[src/rtl/result_conditioning.sv]
// ---------------------------------------------------------------------------
// result_conditioning
//
// Output stage of the multiply/divide unit. Captures one raw result from the
// multiply/divide core and selects the word the opCode asks for. It then
// applies sign correction and the RISC-V M divide-by-zero and signed-overflow
// results, and presents the conditioned word on a registered valid/ready
// output.
//
// Handshakes: a transfer happens on a rising edge where valid and ready are
// both high. inReady is high only in IDLE, and outValid is high only in HOLD.
// Once outValid is raised, result is held stable until outReady is seen.
//
// Ports:
//   clk       in   clock, all state updates on the rising edge
//   rst       in   synchronous active-high reset
//   inValid   in   core presents a raw result
//   inReady   out  block can accept a raw result (IDLE)
//   opCode    in   000 MUL 001 MULH 010 MULHSU 011 MULHU
//                  100 DIV 101 DIVU 110 REM 111 REMU
//   rawHi     in   product high word / remainder magnitude
//   rawLo     in   product low word / quotient magnitude
//   negQ      in   quotient must be negated
//   negR      in   remainder must be negated
//   divZero   in   divisor was zero
//   divOvf    in   signed overflow (most-negative / -1)
//   dividend  in   original dividend (REM/REMU by zero)
//   result    out  conditioned result
//   outValid  out  result is valid (HOLD)
//   outReady  in   consumer accepts the result
//   dbgState  out  current FSM state, for observation only
// ---------------------------------------------------------------------------
module result_conditioning #(
  parameter int PAR          = 32,
  parameter int OPCODE_WIDTH = 3
) (
  input  logic                    clk,
  input  logic                    rst,
  input  logic                    inValid,
  output logic                    inReady,
  input  logic [OPCODE_WIDTH-1:0] opCode,
  input  logic [PAR-1:0]          rawHi,
  input  logic [PAR-1:0]          rawLo,
  input  logic                    negQ,
  input  logic                    negR,
  input  logic                    divZero,
  input  logic                    divOvf,
  input  logic [PAR-1:0]          dividend,
  output logic [PAR-1:0]          result,
  output logic                    outValid,
  input  logic                    outReady,
  output logic [1:0]              dbgState
);

  typedef enum logic [1:0] {
    IDLE    = 2'd0,
    CORRECT = 2'd1,
    HOLD    = 2'd2
  } state_t;

  localparam logic [OPCODE_WIDTH-1:0] OP_MUL    = OPCODE_WIDTH'(3'b000);
  localparam logic [OPCODE_WIDTH-1:0] OP_MULH   = OPCODE_WIDTH'(3'b001);
  localparam logic [OPCODE_WIDTH-1:0] OP_MULHSU = OPCODE_WIDTH'(3'b010);
  localparam logic [OPCODE_WIDTH-1:0] OP_MULHU  = OPCODE_WIDTH'(3'b011);
  localparam logic [OPCODE_WIDTH-1:0] OP_DIV    = OPCODE_WIDTH'(3'b100);
  localparam logic [OPCODE_WIDTH-1:0] OP_DIVU   = OPCODE_WIDTH'(3'b101);
  localparam logic [OPCODE_WIDTH-1:0] OP_REM    = OPCODE_WIDTH'(3'b110);
  localparam logic [OPCODE_WIDTH-1:0] OP_REMU   = OPCODE_WIDTH'(3'b111);

  localparam logic [PAR-1:0] ALL_ONES = {PAR{1'b1}};
  localparam logic [PAR-1:0] MOST_NEG = {1'b1, {(PAR-1){1'b0}}};
  localparam logic [PAR-1:0] ONE      = {{(PAR-1){1'b0}}, 1'b1};

  state_t                  r_state;
  state_t                  w_next_state;
  logic [OPCODE_WIDTH-1:0] r_op;
  logic [PAR-1:0]          r_hi;
  logic [PAR-1:0]          r_lo;
  logic                    r_neg_q;
  logic                    r_neg_r;
  logic                    r_div_zero;
  logic                    r_div_ovf;
  logic [PAR-1:0]          r_dividend;
  logic [PAR-1:0]          r_result;
  logic [PAR-1:0]          w_value;
  logic [PAR-1:0]          w_neg_lo;
  logic [PAR-1:0]          w_neg_hi;

  // Two's complement negation; the carry out is dropped, so negating 0 gives 0.
  assign w_neg_lo = ~r_lo + ONE;
  assign w_neg_hi = ~r_hi + ONE;

  // Value selection on the captured operands. For division, divZero wins
  // over divOvf, and divOvf wins over sign correction.
  always_comb begin
    w_value = '0;
    case (r_op)
      OP_MUL:                        w_value = r_lo;
      OP_MULH, OP_MULHSU, OP_MULHU:  w_value = r_hi;
      OP_DIV: begin
        if (r_div_zero)      w_value = ALL_ONES;
        else if (r_div_ovf)  w_value = MOST_NEG;
        else if (r_neg_q)    w_value = w_neg_lo;
        else                 w_value = r_lo;
      end
      OP_DIVU:                       w_value = r_div_zero ? ALL_ONES : r_lo;
      OP_REM: begin
        if (r_div_zero)      w_value = r_dividend;
        else if (r_div_ovf)  w_value = '0;
        else if (r_neg_r)    w_value = w_neg_hi;
        else                 w_value = r_hi;
      end
      OP_REMU:                       w_value = r_div_zero ? r_dividend : r_hi;
      default:                       w_value = '0;
    endcase
  end

  always_comb begin
    w_next_state = r_state;
    case (r_state)
      IDLE:    if (inValid) w_next_state = CORRECT;
      CORRECT: w_next_state = HOLD;
      HOLD:    if (outReady) w_next_state = IDLE;
      default: w_next_state = IDLE;
    endcase
  end

  always_ff @(posedge clk) begin
    if (rst) begin
      r_state    <= IDLE;
      r_op       <= '0;
      r_hi       <= '0;
      r_lo       <= '0;
      r_neg_q    <= 1'b0;
      r_neg_r    <= 1'b0;
      r_div_zero <= 1'b0;
      r_div_ovf  <= 1'b0;
      r_dividend <= '0;
      r_result   <= '0;
    end else begin
      r_state <= w_next_state;
      // Inputs are sampled only during the IDLE handshake, so anything the
      // core does while an operation is in flight is ignored.
      if (r_state == IDLE && inValid) begin
        r_op       <= opCode;
        r_hi       <= rawHi;
        r_lo       <= rawLo;
        r_neg_q    <= negQ;
        r_neg_r    <= negR;
        r_div_zero <= divZero;
        r_div_ovf  <= divOvf;
        r_dividend <= dividend;
      end
      if (r_state == CORRECT) begin
        r_result <= w_value;
      end
    end
  end

  assign inReady  = (r_state == IDLE);
  assign outValid = (r_state == HOLD);
  assign result   = r_result;
  assign dbgState = r_state;

endmodule

[config.mk]
export PLATFORM = sky130hd
export DESIGN_NAME = result_conditioning
export DESIGN_NICKNAME = d
export VERILOG_FILES = /design/src/rtl/result_conditioning.sv
export SDC_FILE = /design/constraint.sdc
export NUM_CORES = 1
export LEC_CHECK = 0
export CORE_UTILIZATION = 36
export DETAILED_ROUTE_END_ITERATION = 8
export GPL_TIMING_DRIVEN = 0
export HOLD_SLACK_MARGIN = 0.15
export PLACE_DENSITY_LB_ADDON = 0.2
export RECOVER_POWER = 25
export SKIP_CTS_REPAIR_TIMING = 1
export SLEW_MARGIN = 15
export SYNTH_ARGS = -nofsm -noshare
export SYNTH_HDL_FRONTEND = slang
export SYNTH_SLANG_ARGS = --single-unit
export TNS_END_PERCENT = 1
[constraint.sdc]
create_clock -name clk -period 2.6 [get_ports clk]
set_input_delay 0.26 -clock clk [delete_from_list [all_inputs] [get_ports clk]]
set_output_delay 0.26 -clock clk [all_outputs]
set_load 0.1 [all_outputs]
# After elaboration in Yosys (flattened, before gate mapping)
# Cells that the tools add are included.
# Widths: inputs -> output; s select.
# classes
n_addsub	2
n_eq_ne	11
muxes	12
bitwise	2
reduce_logical	5
# ops
operator	count
$mux 32	8
$pmux 32 s6	1
$add 32x1->32 const B	2
$not 32->32	2
$eq 3x3->1 const B	4
$eq 3x2->1 const B	2
$pmux 2 s3	1
$mux 2	2
$eq 3x1->1 const B	1
$logic_not 3->1	1
$reduce_or 3->1	1
$eq 2x1->1 const B	1
$eq 2x2->1 const B	1
$logic_not 2->1	1
$ne 2x1->1 const B	1
$ne 2x2->1 const B	1
$reduce_and 2->1	1
$logic_and 1x1->1	1
# totals
reg_bits	137
output_inout_bits	36
wordCells	42

# Longest topological paths before layout
# Gate-level depths: netlist (run 1).
# depth
word_depth	6
mapped_depth	9

# Worst setup path before layout (run 1)
# OpenSTA, ideal clock, no wires.
# synth_path
kind	register to register
start	reg r_state[0] (netlist: dbgState[0])
end	reg r_lo[15]
setup_ps	70
arrival_ps	3255
setup_slack_ps	-725
path_stages_with_launch	8
path_buffers	3
path_cell_list	dfxtp_1 -> nor2_1 -> and2_1 -> clkbuf_1 -> clkbuf_1 -> clkbuf_1 -> nand2_1 -> a21oi_1
# synth_between
elab_chain_cells	2
# synth_rtl
element	line_no	rtl
from (decl)	74	state_t r_state;
from (signal assigned)	141	r_state <= w_next_state;
$logic_not 2->1	n/a	
via inReady	40	output logic inReady,
$logic_and 1x1->1	144	if (r_state == IDLE && inValid) begin
to (signal assigned)	147	r_lo <= rawLo;
to (decl)	78	logic [PAR-1:0] r_lo;
# The timed path passes the listed nets, and every way through them passes these cells.
# A chain may end at the register's enable or synchronous reset.

# Final worst setup path (run 1)
# layout_path
start	reg r_neg_q
end	reg r_result[10] (netlist: result[10])
# layout_between
elab_chain_cells	4
# layout_rtl
element	line_no	rtl
from (decl)	79	logic r_neg_q;
from (signal assigned)	148	r_neg_q <= negQ;
$mux 32	103	else if (r_neg_q) w_value = w_neg_lo;
$mux 32	102	else if (r_div_ovf) w_value = MOST_NEG;
$mux 32	101	if (r_div_zero) w_value = ALL_ONES;
$pmux 32 s6	97	case (r_op)
to (signal assigned)	155	r_result <= w_value;
to (decl)	84	logic [PAR-1:0] r_result;
# Every way passes these cells.

==> results of run 1 <==
[metal layers]
metal	share of wire [%]	GRT usage [%]	vias to the layer above
met1	43	44.95	4419
met2	41	46.35	586
met5	0.034	0	-
met4	4.6	15.74	2
li1	-	-	4374
met3	11	8.077	104
[worst paths after layout]
path | endpoint
worst max register to register | result[10]$_SDFFE_PP0N_
worst max-delay path | result[10]$_SDFFE_PP0N_
worst min-delay path | r_dividend[14]$_SDFFE_PP0P_
worst min register to register | result[6]$_SDFFE_PP0N_
[registers in the layout (all words and copies together), names as in the netlist, 2 cells and up]
name,cells
r_op,3
result,32
r_lo,32
dbgState,2
r_hi,32
r_dividend,32
[placed cells by master (no fill, tap or decap), drive strengths merged, types with 6 or more instances in the layout]
cell type        n
o31ai           15
o2bb2ai          6
mux2i            8
o221ai           8
xor2            14
nor3            38
or4             10
clkinv           8
nand2          260
nand2b          13
dfxtp          137
o21a             6
nor2b           10
nand3            6
clkdlybuf4s50  137
o21ai           69
xnor2           26
nor2            47
nor4            17
a211oi          11
clkbuf         110
nand4            8
buf             15
a221oi          16
o211ai          15
o41ai            9
a21o             7
inv             15
or3             16
a21oi          153
o22ai            8
[metrics by stage]
step / area, um2 / util [%] / TNS [ns] / setup slack (ns) / hold WS [ns]
floorplan: 8127 / - / -15.78 / -0.2208 / 0.3960
global placement: 9898 / 45.08 / -25.26 / -0.9793 / 0.4479
detailed placement: 9917 / 45.16 / -7.766 / -0.4612 / 0.4528
CTS: 10520 / 47.91 / -5.429 / -0.4965 / 0.3650
global route: 10690 / 48.70 / -0.4245 / -0.06561 / 0.3726
finish: 10690 / 48.70 / -0.1841 / -0.08904 / 0.3644
[report_power, final]
| part | switching [W] | leakage (nW) | total [W] | internal, W |
|---|---|---|---|---|
| Clock | 0.00107 | 0.291 | 0.00253 | 0.00146 |
| Sequential | 0.000190 | 1.12 | 0.00242 | 0.00224 |
| Combinational | 0.00124 | 2.29 | 0.00188 | 0.000644 |
[worst register-to-register path, cell delays in order (launching register included)]
cell and delay [ns]:
dfxtp_1 0.30, clkbuf_1 0.36, inv_1 0.29, clkbuf_1 0.55, nor3_1 0.14, o21ai_0 0.23, o2111ai_1 0.16, a211oi_1 0.39
o21ai_0 0.15
[cells in the mapped netlist, types with 7 or more instances]
cell,number
a221oi_1,15
xnor2_1,26
nor4_1,17
inv_1,10
clkbuf_1,89
o31ai_1,15
a211oi_1,11
nor2b_1,10
o21ai_0,69
mux2i_1,8
nand2_1,260
nand2b_1,13
nor3_1,37
o22ai_1,8
a21o_1,7
dfxtp_1,137
xor2_1,14
a21oi_1,153
nand4_1,7
o211ai_1,15
nor2_1,47
o221ai_1,8
or3_1,15
buf_1,8
or4_1,8
[cell families (layout without fill, tap and decap cells)]
family	count (synthesis)	after routing	share of synthesized area, %
buffers and inverters	120	294	5.929
AOI/OAI and AO/OA	371	371	29.05
and+or+nand+nor	450	450	25.52
DFF	137	137	33.76
muxes	9	9	1.124
adders and majority gates	2	2	0.3080
xor gates and xnor gates	40	40	4.312
[final cells by class]
cell class	count	area, um2
Sequential cell	137	2744
Multi-Input combinational cell	872	5050
Inverter	13	48.80
Clock buffer	18	439.2
Fill cell	2285	11270
Timing Repair Buffer	144	1436
Buffer	105	460.4
Tap cell	280	350.3
Clock inverter	14	163.9
==> impl_results.md, run 1 <==
- Syn_nets: between 1000 and 1500
- Max incr delay on CP: ~0.55 ns
- Slowest CP cell: clkbuf_1
- Gpl congestion: between 1 and 1.5
- Critical R2R Launch: r_neg_q$_SDFFE_PP0P_
- Buffers added on ports: between 100 and 150
- Critical Path AT: 2.99 ns
- Buffers & Inverters on Critical Path: 3
- Post-Route WL: roughly 38 mm
- Relative slew slack: between 20% and 30%
- Final Skew: approximately 0.018 ns
- Minimum clock period: around 2.7 ns
- Die width: 152.2 um
- Share of post-route cells with drive strength above 1: around 8.7%
- Initial Util: between 30% and 40%
- Sequential-to-total area share from yosys stat: roughly a third
- Final setup fails: 6
- Vias in the first global route: roughly 9000
- Die Ht: approximately 150 um
- Critical-path cell list: clkbuf_1 > inv_1 > clkbuf_1 > nor3_1 > o21ai_0 > o2111ai_1 > a211oi_1 > o21ai_0
- Clk sink count: 137
- Critical path launch point type: register
- Primary FF master, synth: dfxtp_1
- Core Area: approximately 22000 um2
- Ports: ~140
- Crit. path cell count: 8
- Initial antenna violation count: 1
- Via count: between 9000 and 10000
- Worst Hold Path Cells: 3
- Max IR drop VDD: 0.3602 mV
- R2r setup slk: -0.09 ns
- CTS tree: built
- Worst Path Max Fanout: 10
- Synth cell types: just under 80
- Total congestion overflow: 0
- Area growth from synthesis to layout: 31.62%
- Pre-antenna DRT Iters: 7
- Clock latency on the worst-skew pair: ~0.44 ns
- Syn Area/Cell: just over 7 um2
- Failing checks: DRC, setup timing
- Placed Cells: between 1500 and 2000
- Routed Antenna Nets: 0
- Die area: 23170 um2
- Total Nets Final: around 1400
- Reg clk slew, reported paths: roughly 0.070 ns
- Top-area cell type share of the netlist area: between 30% and 40%
- Synth top area cells: dfxtp_1 (34%), nand2_1 (12%), a21oi_1 (9.4%)
- Site Rows: 54
- RSZ-0062 raised after global routing: yes
- Hold Path Origin: dividend[14]
- DR vias/cell: about 6.0
- Lkg Pwr: between 3 and 4 nW
- Final non-filler cell total: roughly 1600
- Total clock buffers created by CTS: 17
- CTS root buf: clkbuf_16
- Synth Register Bits: approximately 140
- DP HPWL: ~28 mm
- Total track usage: about a third
- Cells after Synth: roughly 1100
- H-tree depth: 4
- Initial drt markers: about 1100
- DRC: 10
- Reg2reg path depth: 8
- Wire length per cell: 23.91 um
- Final Cycle Share: 103.4%
- CP Class: reg -> reg
- CP startpoint: r_neg_q$_SDFFE_PP0P_
- Overall Power: between 0.006 and 0.007 W
- Post-synthesis async set-or-reset flop share: 0%
- Setup slack after layout: -0.08904 ns
- Largest net degree at the start of global routing: 17
- ANT cells: 0
- Longest Clk Path Bufs: 2
- Worst EP required: a little under 3 ns
- Power density over the cells: roughly 640 nW/um2
- EDFF count, synth: 0
- Worst Hold Class: in -> reg
- Kind of end point of the critical path: register
- Max-Cap Viols: 0
- Pins over their slew limit: 0
- Yosys warns: 0
- Mapped Area: about 8100 um2
- Final Hold Fails: 0
- Largest delay share family, worst path: buffers and inverters
- Area leader, netlist: dfxtp_1
- First-pass GRT wire length: 55.79 mm
- Status: complete, but fails checks
- Max Clock Freq: 371.9 MHz
- Measured slew at the worst slew-check pin: around 1.2 ns
Note: power is estimated with default switching activity, not from simulation.
==> run 2, diff against run 1 <==
--- a/config.mk
+++ b/config.mk
@@ -5,6 +5,7 @@
 export SDC_FILE = /design/constraint.sdc
 export NUM_CORES = 1
 export LEC_CHECK = 0
+export CORE_ASPECT_RATIO = 0.7
 export CORE_UTILIZATION = 36
 export DETAILED_ROUTE_END_ITERATION = 8
 export GPL_TIMING_DRIVEN = 0
==> impl_results.md, run 2 (synthesis results as in run 1) <==
- Design area: 10690 um2 (about the same)
- First-pass GRT wire length: 55.50 mm (was 55.79 mm)
- Sw frac: 34.91% (was 36.54%)
- Setup slack after layout: -0.1311 ns (was -0.08904 ns)
- Area growth from synthesis to layout: 31.60% (was 31.62%)
- Post-Route WL: 38.19 mm (was 37.84 mm)
- Int Pwr: 0.004527 W (was 0.004343 W)
- Max Used Layer: met5 (unchanged)
- DP HPWL: 29.11 mm (was 28.36 mm)
- Initial antenna violation count: 1 (unchanged)
- Relative slew slack: 20.04% (was 21.71%)
- Final Hold Slack: 0.3672 ns (was 0.3644 ns)
- H-tree depth: 4 (unchanged)
- DR vias/cell: 6.007 (was 5.992)
- Clk sink count: 137 (unchanged)
- Power density over the cells: 650.6 nW/um2 (was 640.0 nW/um2)
- Kind of end point of the critical path: register (unchanged)
- Met2 Wirelength: 14.24 mm (was 15.45 mm)
- Worst Hold Class: in -> reg (unchanged)
- ANT cells: 0 (unchanged)
- Final Cycle Share: 105.0% (was 103.4%)
- Longest Clk Path Bufs: 2 (unchanged)
- Gpl congestion: 1.028 (was 1.008)
- Share of post-route cells with drive strength above 1: 8.141% (was 8.672%)
- Reg clk slew, reported paths: 0.07 ns (about the same)
- Total clock buffers created by CTS: 17 (unchanged)
- Clock latency on the worst-skew pair: 0.44 ns (about the same)
- Final Hold Fails: 0 (unchanged)
- Max Clock Freq: 366.2 MHz (was 371.9 MHz)
- Comb pwr share: 27.3% (was 27.5%)
- Max IR drop VDD: 0.4704 mV (was 0.3602 mV)
- CP Class: reg -> reg (unchanged)
- Buffers added on ports: 142 (unchanged)
- Lkg Pwr: 3.704 nW (was 3.707 nW)
- Initial Util: 37.09% (was 37.00%)
- Die area: 23180 um2 (was 23170 um2)
- Critical Path AT: 3.10 ns (was 2.99 ns)
- Site Rows: 45 (was 54)
- Worst EP required: 2.97 ns (was 2.91 ns)
- Measured slew at the worst slew-check pin: 1.195 ns (was 1.170 ns)
- Max-Cap Viols: 0 (unchanged)
- Total Nets Final: 1399 (unchanged)
- Final Skew: 0.01205 ns (was 0.01804 ns)
- Fill cells: 2236 (was 2285)
- Die Ht: 127.7 um (was 152.2 um)
- Total track usage: 32.80% (was 32.37%)
- Worst Path Max Fanout: 10 (unchanged)
- Status: complete, but fails checks (unchanged)
- Minimum clock period: 2.731 ns (was 2.689 ns)
- Commonest non-fill, non-tap cell in the layout: nand2_1 (unchanged)
- Post-DP Area: 9917 um2 (unchanged)
- Clk network pwr share: 37.9% (was 37.0%)
- Critical path launch point type: register (unchanged)
- Setup TNS: -0.6690 ns (was -0.1841 ns)
- Vias in the first global route: 8665 (was 8753)
- Core Area: 21900 um2 (was 21960 um2)
- Most frequent cells in the layout: nand2_1 (260), a21oi_1 (152), dfxtp_1 (136) (was nand2_1 (260), a21oi_1 (152), clkdlybuf4s50_1 (137))
- Die width: 181.6 um (was 152.2 um)
- Failing checks: setup timing (was DRC, setup timing)
- Initial drt markers: 1198 (was 1065)
- Pins over their slew limit: 0 (unchanged)
- CTS tree: built (unchanged)
- DRC: 0 (was 10)
- Total congestion overflow: 0 (unchanged)
- Overall Power: 0.006956 W (was 0.006844 W)
- Part of the power in registers: 34.9% (was 35.4%)
- Ports: 143 (unchanged)
- Routed Antenna Nets: 0 (unchanged)
- Wire length per cell: 24.11 um (was 23.91 um)
- Via count: 9515 (was 9485)
- Largest net degree at the start of global routing: 17 (unchanged)
- RSZ-0062 raised after global routing: yes (unchanged)
- Routed wl met3: 5.590 mm (was 4.231 mm)
- Pre-antenna DRT Iters: 6 (was 7)
- CTS root buf: clkbuf_16 (unchanged)
- Final setup fails: 11 (was 6)
- Switching power: 0.002428 W (was 0.002501 W)
- WL met1: 17.50 mm (was 16.39 mm)
==> run 2: worst paths after layout <==
kind,endpoint,start,slack [ns],depth (start not counted)
setup / recovery,result[7]$_SDFFE_PP0N_,r_div_zero$_SDFFE_PP0P_,-0.13,8
hold / removal,r_dividend[18]$_SDFFE_PP0P_,dividend[18],0.37,3
setup reg to reg,result[7]$_SDFFE_PP0N_,r_div_zero$_SDFFE_PP0P_,-0.13,8
hold reg to reg,result[5]$_SDFFE_PP0N_,result[5]$_SDFFE_PP0N_,0.45,2
==> run 2: worst max-delay path, cell delays in order, from the launching register on <==
cell and delay [ns]:
dfxtp_1 0.29, clkbuf_1 0.22, nand2b_1 0.29, o21ai_1 0.56
clkbuf_1 0.58, a22oi_1 0.29, o221ai_1 0.13, o211ai_1 0.17
nand3_1 0.14
==> run 2: area by class of cell <==
cell class / instances / area, um2 / share of cell area, %
repair buffers: 143 / 1420 / 13.28
flip-flops and latches: 137 / 2744 / 25.66
clock inverters: 11 / 170.2 / 1.592
well taps: 282 / 352.8 / 3.300
multi-input cells: 872 / 5036 / 47.10
clock buffers: 20 / 456.7 / 4.272
plain buffers: 106 / 462.9 / 4.330
inverters: 13 / 48.80 / 0.4564
==> run 2: power groups by stage <==
stage	registers [W]	logic (W)	clock network (W)
floorplan	0.00260	0.000931	0
global placement	0.00245	0.00180	0
detailed placement	0.00245	0.00180	0
CTS	0.00240	0.00181	0.00266
global route	0.00244	0.00200	0.00275
finish	0.00243	0.00190	0.00263
==> run 2: through the flow <==
stage               std cells  setup WS (ns)  utilization (%)
floorplan                1129        -0.2208                -
global placement         1553         -1.154            45.20
detailed placement       1554        -0.4160            45.28
CTS                      1585        -0.4304            48.14
global route             1584        -0.1848            48.81
finish                   1584        -0.1311            48.81
==> run 2: metal layers <==
metal	track usage (%)	vias up
met5	0	-
met4	10.37	2
met3	13.98	63
met2	43.24	619
met1	46.98	4453
li1	-	4378
